[src/rtl/cdb_result_buffer_pkg.sv]
// Shared CDB types: the entry broadcast on the common data bus and the
// per-FU request/grant vectors seen by the arbiter.
package cdb_result_buffer_pkg;

    localparam int CDB_BUF_DEPTH = 4;
    localparam int CDB_TAG_W     = 6;
    localparam int CDB_DATA_W    = 32;
    localparam int NUM_FU        = 4;

    typedef struct packed {
        logic                  valid;
        logic [CDB_TAG_W-1:0]  tag;
        logic [CDB_DATA_W-1:0] data;
    } CDB_ENTRY;

    localparam int CDB_ENTRY_W = $bits(CDB_ENTRY);

    typedef logic [NUM_FU-1:0] FU_REQUESTS;
    typedef logic [NUM_FU-1:0] FU_GRANTS;

    function automatic CDB_ENTRY cdb_make_entry(input logic [CDB_TAG_W-1:0]  tag,
                                                input logic [CDB_DATA_W-1:0] data);
        CDB_ENTRY e;
        e.valid = 1'b1;
        e.tag   = tag;
        e.data  = data;
        return e;
    endfunction

endpackage

[src/rtl/cdb_result_buffer.sv]
// Per-FU result staging FIFO feeding the CDB arbiter. Requests while holding
// results; presents the head entry in the cycle the registered grant returns.
module cdb_result_buffer
    import cdb_result_buffer_pkg::*;
#(
    parameter int DEPTH = CDB_BUF_DEPTH,
    parameter int CNT_W = $clog2(DEPTH + 1)
) (
    input  logic                   clock,
    input  logic                   reset,
    input  logic                   flush,
    input  logic                   in_valid,
    input  logic [CDB_ENTRY_W-1:0] in_entry,
    output logic                   in_ready,
    output logic                   cdb_req,
    input  logic                   cdb_gnt,
    output logic [CDB_ENTRY_W-1:0] fu_output,
    output logic [CNT_W-1:0]       count
);

    localparam int PTR_W = $clog2(DEPTH);

    CDB_ENTRY               mem_q [DEPTH];
    logic [PTR_W-1:0]       head_q, head_d;
    logic [PTR_W-1:0]       tail_q, tail_d;
    logic [CNT_W-1:0]       count_q, count_d;
    logic                   quiet_q;

    CDB_ENTRY               in_e;
    logic                   enq;
    logic                   pop;

    assign in_e  = CDB_ENTRY'(in_entry);

    // Readiness comes from the registered count only, so a pop in the same
    // cycle never opens a slot for a full buffer.
    assign in_ready = (count_q < CNT_W'(DEPTH));
    assign enq      = in_valid && in_ready && !flush;
    assign pop      = cdb_gnt && (count_q != '0) && !flush;

    // The entry being consumed under this cycle's grant is not re-requested.
    assign cdb_req   = !flush && (count_q > (cdb_gnt ? CNT_W'(1) : CNT_W'(0)));
    assign fu_output = pop ? CDB_ENTRY_W'(mem_q[head_q]) : '0;
    assign count     = count_q;

    always_comb begin
        head_d  = head_q;
        tail_d  = tail_q;
        count_d = count_q;
        if (flush) begin
            head_d  = '0;
            tail_d  = '0;
            count_d = '0;
        end else begin
            if (enq) tail_d = tail_q + 1'b1;
            if (pop) head_d = head_q + 1'b1;
            case ({enq, pop})
                2'b10:   count_d = count_q + 1'b1;
                2'b01:   count_d = count_q - 1'b1;
                default: count_d = count_q;
            endcase
        end
    end

    always_ff @(posedge clock) begin
        if (reset) begin
            head_q  <= '0;
            tail_q  <= '0;
            count_q <= '0;
            quiet_q <= 1'b1;
        end else begin
            head_q  <= head_d;
            tail_q  <= tail_d;
            count_q <= count_d;
            quiet_q <= flush;
        end
    end

    always_ff @(posedge clock) begin
        if (reset) begin
            for (int i = 0; i < DEPTH; i++) mem_q[i].valid <= 1'b0;
        end else if (enq) begin
            mem_q[tail_q] <= cdb_make_entry(in_e.tag, in_e.data);
        end
    end

    // A grant on an empty buffer is only legal right after flush/reset, when
    // it answers a request made before the squash.
    always_ff @(posedge clock) begin
        if (!reset) begin
            assert (!(in_valid && !in_ready && !flush))
                else $warning("cdb_result_buffer: in_valid while full, result dropped");
            assert (!(cdb_gnt && (count_q == '0) && !flush && !quiet_q))
                else $error("cdb_result_buffer: grant received with empty buffer");
        end
    end

endmodule

[config.mk]
export PLATFORM = sky130hd
export DESIGN_NAME = cdb_result_buffer
export DESIGN_NICKNAME = d
export VERILOG_FILES = /design/src/rtl/cdb_result_buffer_pkg.sv /design/src/rtl/cdb_result_buffer.sv
export SDC_FILE = /design/constraint.sdc
export NUM_CORES = 1
export LEC_CHECK = 0
export ABC_AREA = 1
export CAP_MARGIN = 20
export CORE_MARGIN = 4
export CORE_UTILIZATION = 45
export CTS_CLUSTER_DIAMETER = 80
export DETAILED_ROUTE_END_ITERATION = 8
export MAX_ROUTING_LAYER = met4
export PLACE_DENSITY = 0.68
export SYNTH_ARGS = -nofsm -noshare
export SYNTH_HDL_FRONTEND = slang
export SYNTH_SLANG_ARGS = --single-unit
[constraint.sdc]
create_clock -name clock -period 7.15 [get_ports clock]
set_input_delay 0.715 -clock clock [delete_from_list [all_inputs] [get_ports clock]]
set_output_delay 0.715 -clock clock [all_outputs]
set_load 0.005 [all_outputs]
# [Word-level counts from Yosys, hierarchy flattened]
# Memories as Yosys holds them, arrays and structs flattened. A register that Yosys moved wholly into a read port is not among the register bits.
# Cells that the tools add are included.
[op_classes] n_addsub=4 order_cmp=2 n_eq_ne=2 n_mux=13 n_reduce_logical=10
[op_table] cell="two-way mux 39 bit" count=2
[op_table] cell="OR reduction 39 bit" count=1
[op_table] cell="two-way mux 2 bit" count=4
[op_table] cell="two-way mux 1 bit" count=6
[op_table] cell="one-hot mux 3 bit (2 select lines)" count=1
[op_table] cell="logical AND 1 bit" count=5
[op_table] cell="adder 2 x 1 -> 2 bit (second input constant)" count=2
[op_table] cell="adder 3 x 1 -> 3 bit (second input constant)" count=1
[op_table] cell="greater-than comparator 3 x 1 -> 1 bit" count=1
[op_table] cell="less-than comparator 3 bit (second input constant)" count=1
[op_table] cell="nonzero test 3 bit" count=1
[op_table] cell="subtractor 3 x 1 -> 3 bit (second input constant)" count=1
[op_table] cell="equality test 2 x 1 -> 1 bit (second input constant)" count=1
[op_table] cell="equality test 2 bit (second input constant)" count=1
[op_table] cell="nonzero test 2 bit" count=1
[op_table] cell="OR reduction 2 bit" count=1
[op_table] cell="logical NOT 1 bit" count=1
[word_totals] reg_bits=7 mem_bits_rw=156 input_bits=44 out_inout_bits=44 memories=1
[mem_list] name="mem_q" words=4 width=39 read_ports=1 rd_ports_with_merged_regs=1 write_ports=4 line_no="cdb_result_buffer.sv:23" rtl="CDB_ENTRY mem_q [DEPTH];"

# [Longest topological paths before layout]
[depth] word_depth=8 depth_mapped=16 ltp_nobuf=15

# [Least setup slack after synthesis]
# OpenSTA, ideal clock, no wires.
[synth_timing] path_type="input port to flip-flop" startpoint="in flush" endpoint="mem mem_q[3][0] in the netlist's numbering, enable pin" arrival_ps=2743 required_time_ps=6717 path_slack_ps=3973 stages=5 path_buffers=0 path_cell_list="inv_2 nand3_4 nor2_1 nand2_1 nor2_1"
[synth_lines] element="start, declared" line_no="cdb_result_buffer.sv:11" rtl="input logic flush,"
[synth_lines] element="end, declared" line_no="cdb_result_buffer.sv:23"

==> flow_metrics.tcl <==
set metrics [dict create \
    status "finished clean" \
    cts_tree "built" \
    holdPathEnd "tail_q[0]" \
    area_growth_syn_to_layout_pct 22.1 \
    die_h_um 132 \
    fp.dieW_um 132 \
    core_area_um2 15200 \
    switching_share_pct 19.3 \
    finalCritPeriodShare_pct 55.8 \
    p_seq_share_pct 52.2 \
    tightest_slew_ps 1000 \
    holdPathStages 2 \
    placed_area_um2 7930 \
    rsz0062_at_grt "false" \
    yosys_warnings 0 \
    postRouteAntennaNets 0 \
    hp-class "reg2reg" \
    crit_required_ps 6430 \
    post_cts_buffers 0 \
    cp_slowest_stage_delay_ps 990 \
    finish.instance_area_um2 8500 \
    synth_top_area_share_pct 67.3 \
    max_clock_freq_ghz 0.250 \
    max_slew_margin_pct 33.3 \
    cpMaxStageDelayCell "dfxtp_2" \
    r2r_end "count[2]" \
    antenna_found_initial 0 \
    drc_errors 0 \
    synthCells 619 \
    path_cells "inv_2, nor2_1, o21ai_0, a21oi_1, clkdlybuf4s50_1" \
    rr_worst_depth 13 \
    dieArea_um2 17500 \
    p_sw_uw 395 \
    numCtsBuffers 17 \
    setup_tns_ps 0 \
    slew_violations 0 \
    post_synth.cell_area_avg_um2 11.2 \
    seqCellArea_um2 4870 \
    hpwl_mm 7.79 \
    crit_type "reg2out" \
    drive_gt1_share_pct 8.20 \
    clockPowerShare_pct 42.9 \
    r2r_slack_ps 4510 \
    yosys-top-cells-area "edfxtp_1 (67%), nor2_1 (11%), o21ai_0 (5.3%)" \
    cp_max_fo 40 \
    drt_wl_total_mm 14.5 \
    leakagePower_uw 0.00314 \
    p_int_uw 1650 \
    min-delay-start "tail_q[0]" \
    io_buffers 86 \
    ir_worst_vdd_v 0.000157 \
    gp_congestion 0.746 \
    hold_violations 0 \
    wl_per_cell_um 16.2 \
    yosysTopAreaCell "edfxtp_1" \
    grt_pass1_wl_mm 22.8 \
    grt_pass1_vias 4611 \
    path_clk_slew_ps 60 \
    powerDensity_nw_per_um2 241 \
    rr_startpoint "count[0]" \
    floorplan.rows 45 \
    dr.pass1.iters 5 \
    clock_skew_ps 5.77 \
    post-route-min-period_ps 3990 \
    combPwrFrac_pct 4.9 \
    vias 4602 \
    clockBufferDepth 2 \
    cts_root_buffer "clkbuf_16" \
    drt_iter0_drc 334 \
    ios 88 \
    grt_overflow_total 0 \
    start_kind "flop" \
    start_util_pct 45.8 \
    seq_area_frac_synth_pct 69.9 \
    yosysUniqueCellTypes 24 \
    synth_nets 666 \
    n_antenna_cell 0 \
    post_cts_resized 0 \
    clk_latency_ps 410 \
    setup_viol 0 \
    cts.sinks 165 \
    groute.usage.overall_pct 17.3 \
    avgViaCountPerCell 5.14 \
    layout.nets 744 \
    ctsHoldBuffers 0 \
    yosys_register_bits 165 \
    critPathArrivalTime_ps 3280 \
    syn-cell-area_um2 6960 \
    fill_cells 1251 \
    maxCapViolCount 0 \
    multi_input_area_um2 1700 \
    htree_num_levels 4 \
    grt_max_degree 80 \
    cp-end-kind "primary output" \
]
[placed cells by master (no fill, tap or decap), drive strengths merged, types with 4 or more instances in the layout]
cell and n:
edfxtp 156, clkinvlp 4, a21oi 43, dfxtp 9
nand2 15, o21ai 85, inv 57, nor2 213
clkdlybuf4s50 86, buf 6, clkbuf 19
[per-layer routing]
metal / part of all wire (%) / GRT usage [%] / vias to the layer above
met5: 0 / - / -
met4: 1.6 / 7.04 / 0
met3: 5.2 / 3.55 / 21
met2: 52 / 28.3 / 141
met1: 41 / 21.0 / 2206
li1: - / - / 2234
[worst max-delay path by stage]
stage,startpoint,endpoint,slack [ps],depth (start not counted)
2_1_floorplan,flush,mem_q[3][0],3970,5
3_3_place_gp,cdb_gnt,fu_output[7],3400,6
3_5_place_dp,cdb_gnt,fu_output[4],3380,6
4_1_cts,flop,fu_output[4],3110,5
5_1_grt,flop,fu_output[4],2960,5
6_report,flop,fu_output[8],3160,5
[through the flow]
| step | std cells | hold WS, ps | util, % | total power, uW | setup WS [ps] |
|---|---|---|---|---|---|
| after floorplan | 619 | 441 | - | 1140 | 3970 |
| after global placement | 865 | 455 | 52.1 | 1190 | 3400 |
| after detailed placement | 866 | 464 | 52.2 | 1190 | 3380 |
| after CTS | 895 | 473 | 55.9 | 2060 | 3110 |
| after global routing | 895 | 508 | 55.9 | 2120 | 2960 |
| final | 895 | 474 | 55.9 | 2050 | 3160 |
[flip-flops by register name, summed over array words and instances (netlist names), named ones only]
name,flops
tail_q,2
head_q,2
mem_q,156
count,3
[logic make-up (layout without fill, tap and decap cells)]
family                   after synthesis  after routing  share of synthesized area, %
flip-flops                           165            165                          69.9
adder cells (fa/ha/maj)                3              3                         0.647
AND/OR/NAND/NOR                      233            233                          14.1
AO/OA/AOI/OAI                        128            128                          9.20
buffers and inverters                 90            178                          6.20
[synth_stat cells]
cell        n
a21oi_1    43
buf_1       1
buf_12      1
buf_2      14
buf_4       1
buf_6       7
clkbuf_1    8
clkbuf_2    1
dfxtp_1     9
edfxtp_1  156
fa_1        1
ha_1        2
inv_1      52
inv_2       4
inv_4       1
nand2_1    15
nand3_1     2
nand3_4     1
nand4_1     1
nor2_1    202
nor2_4     11
o21ai_0    74
o21ai_1    11
or2_2       1
[layout make-up]
class	count	area share (%)
multi-input cells	364	20.0
inverters	57	2.55
clock buffers	19	5.09
clock inverters	10	1.59
flip-flops and latches	165	57.2
repair buffers	92	10.8
well taps	188	2.77
[power groups by stage]
stage | Sequential (uW) | Combinational (uW) | Clock [uW]
2_1_floorplan | 1090 | 52.0 | 0
3_5_place_dp | 1090 | 102 | 0
6_report | 1070 | 101 | 877
4_1_cts | 1070 | 103 | 891
5_1_grt | 1070 | 113 | 935
3_3_place_gp | 1090 | 98.4 | 0
[worst max-delay path: cells and delay by family (launching register included)]
family	cells	cell delay, ps
buf+inv	2	1210
flops	1	990
compound gates	2	370
simple gates	1	270
(Power assumes the default switching activity.)
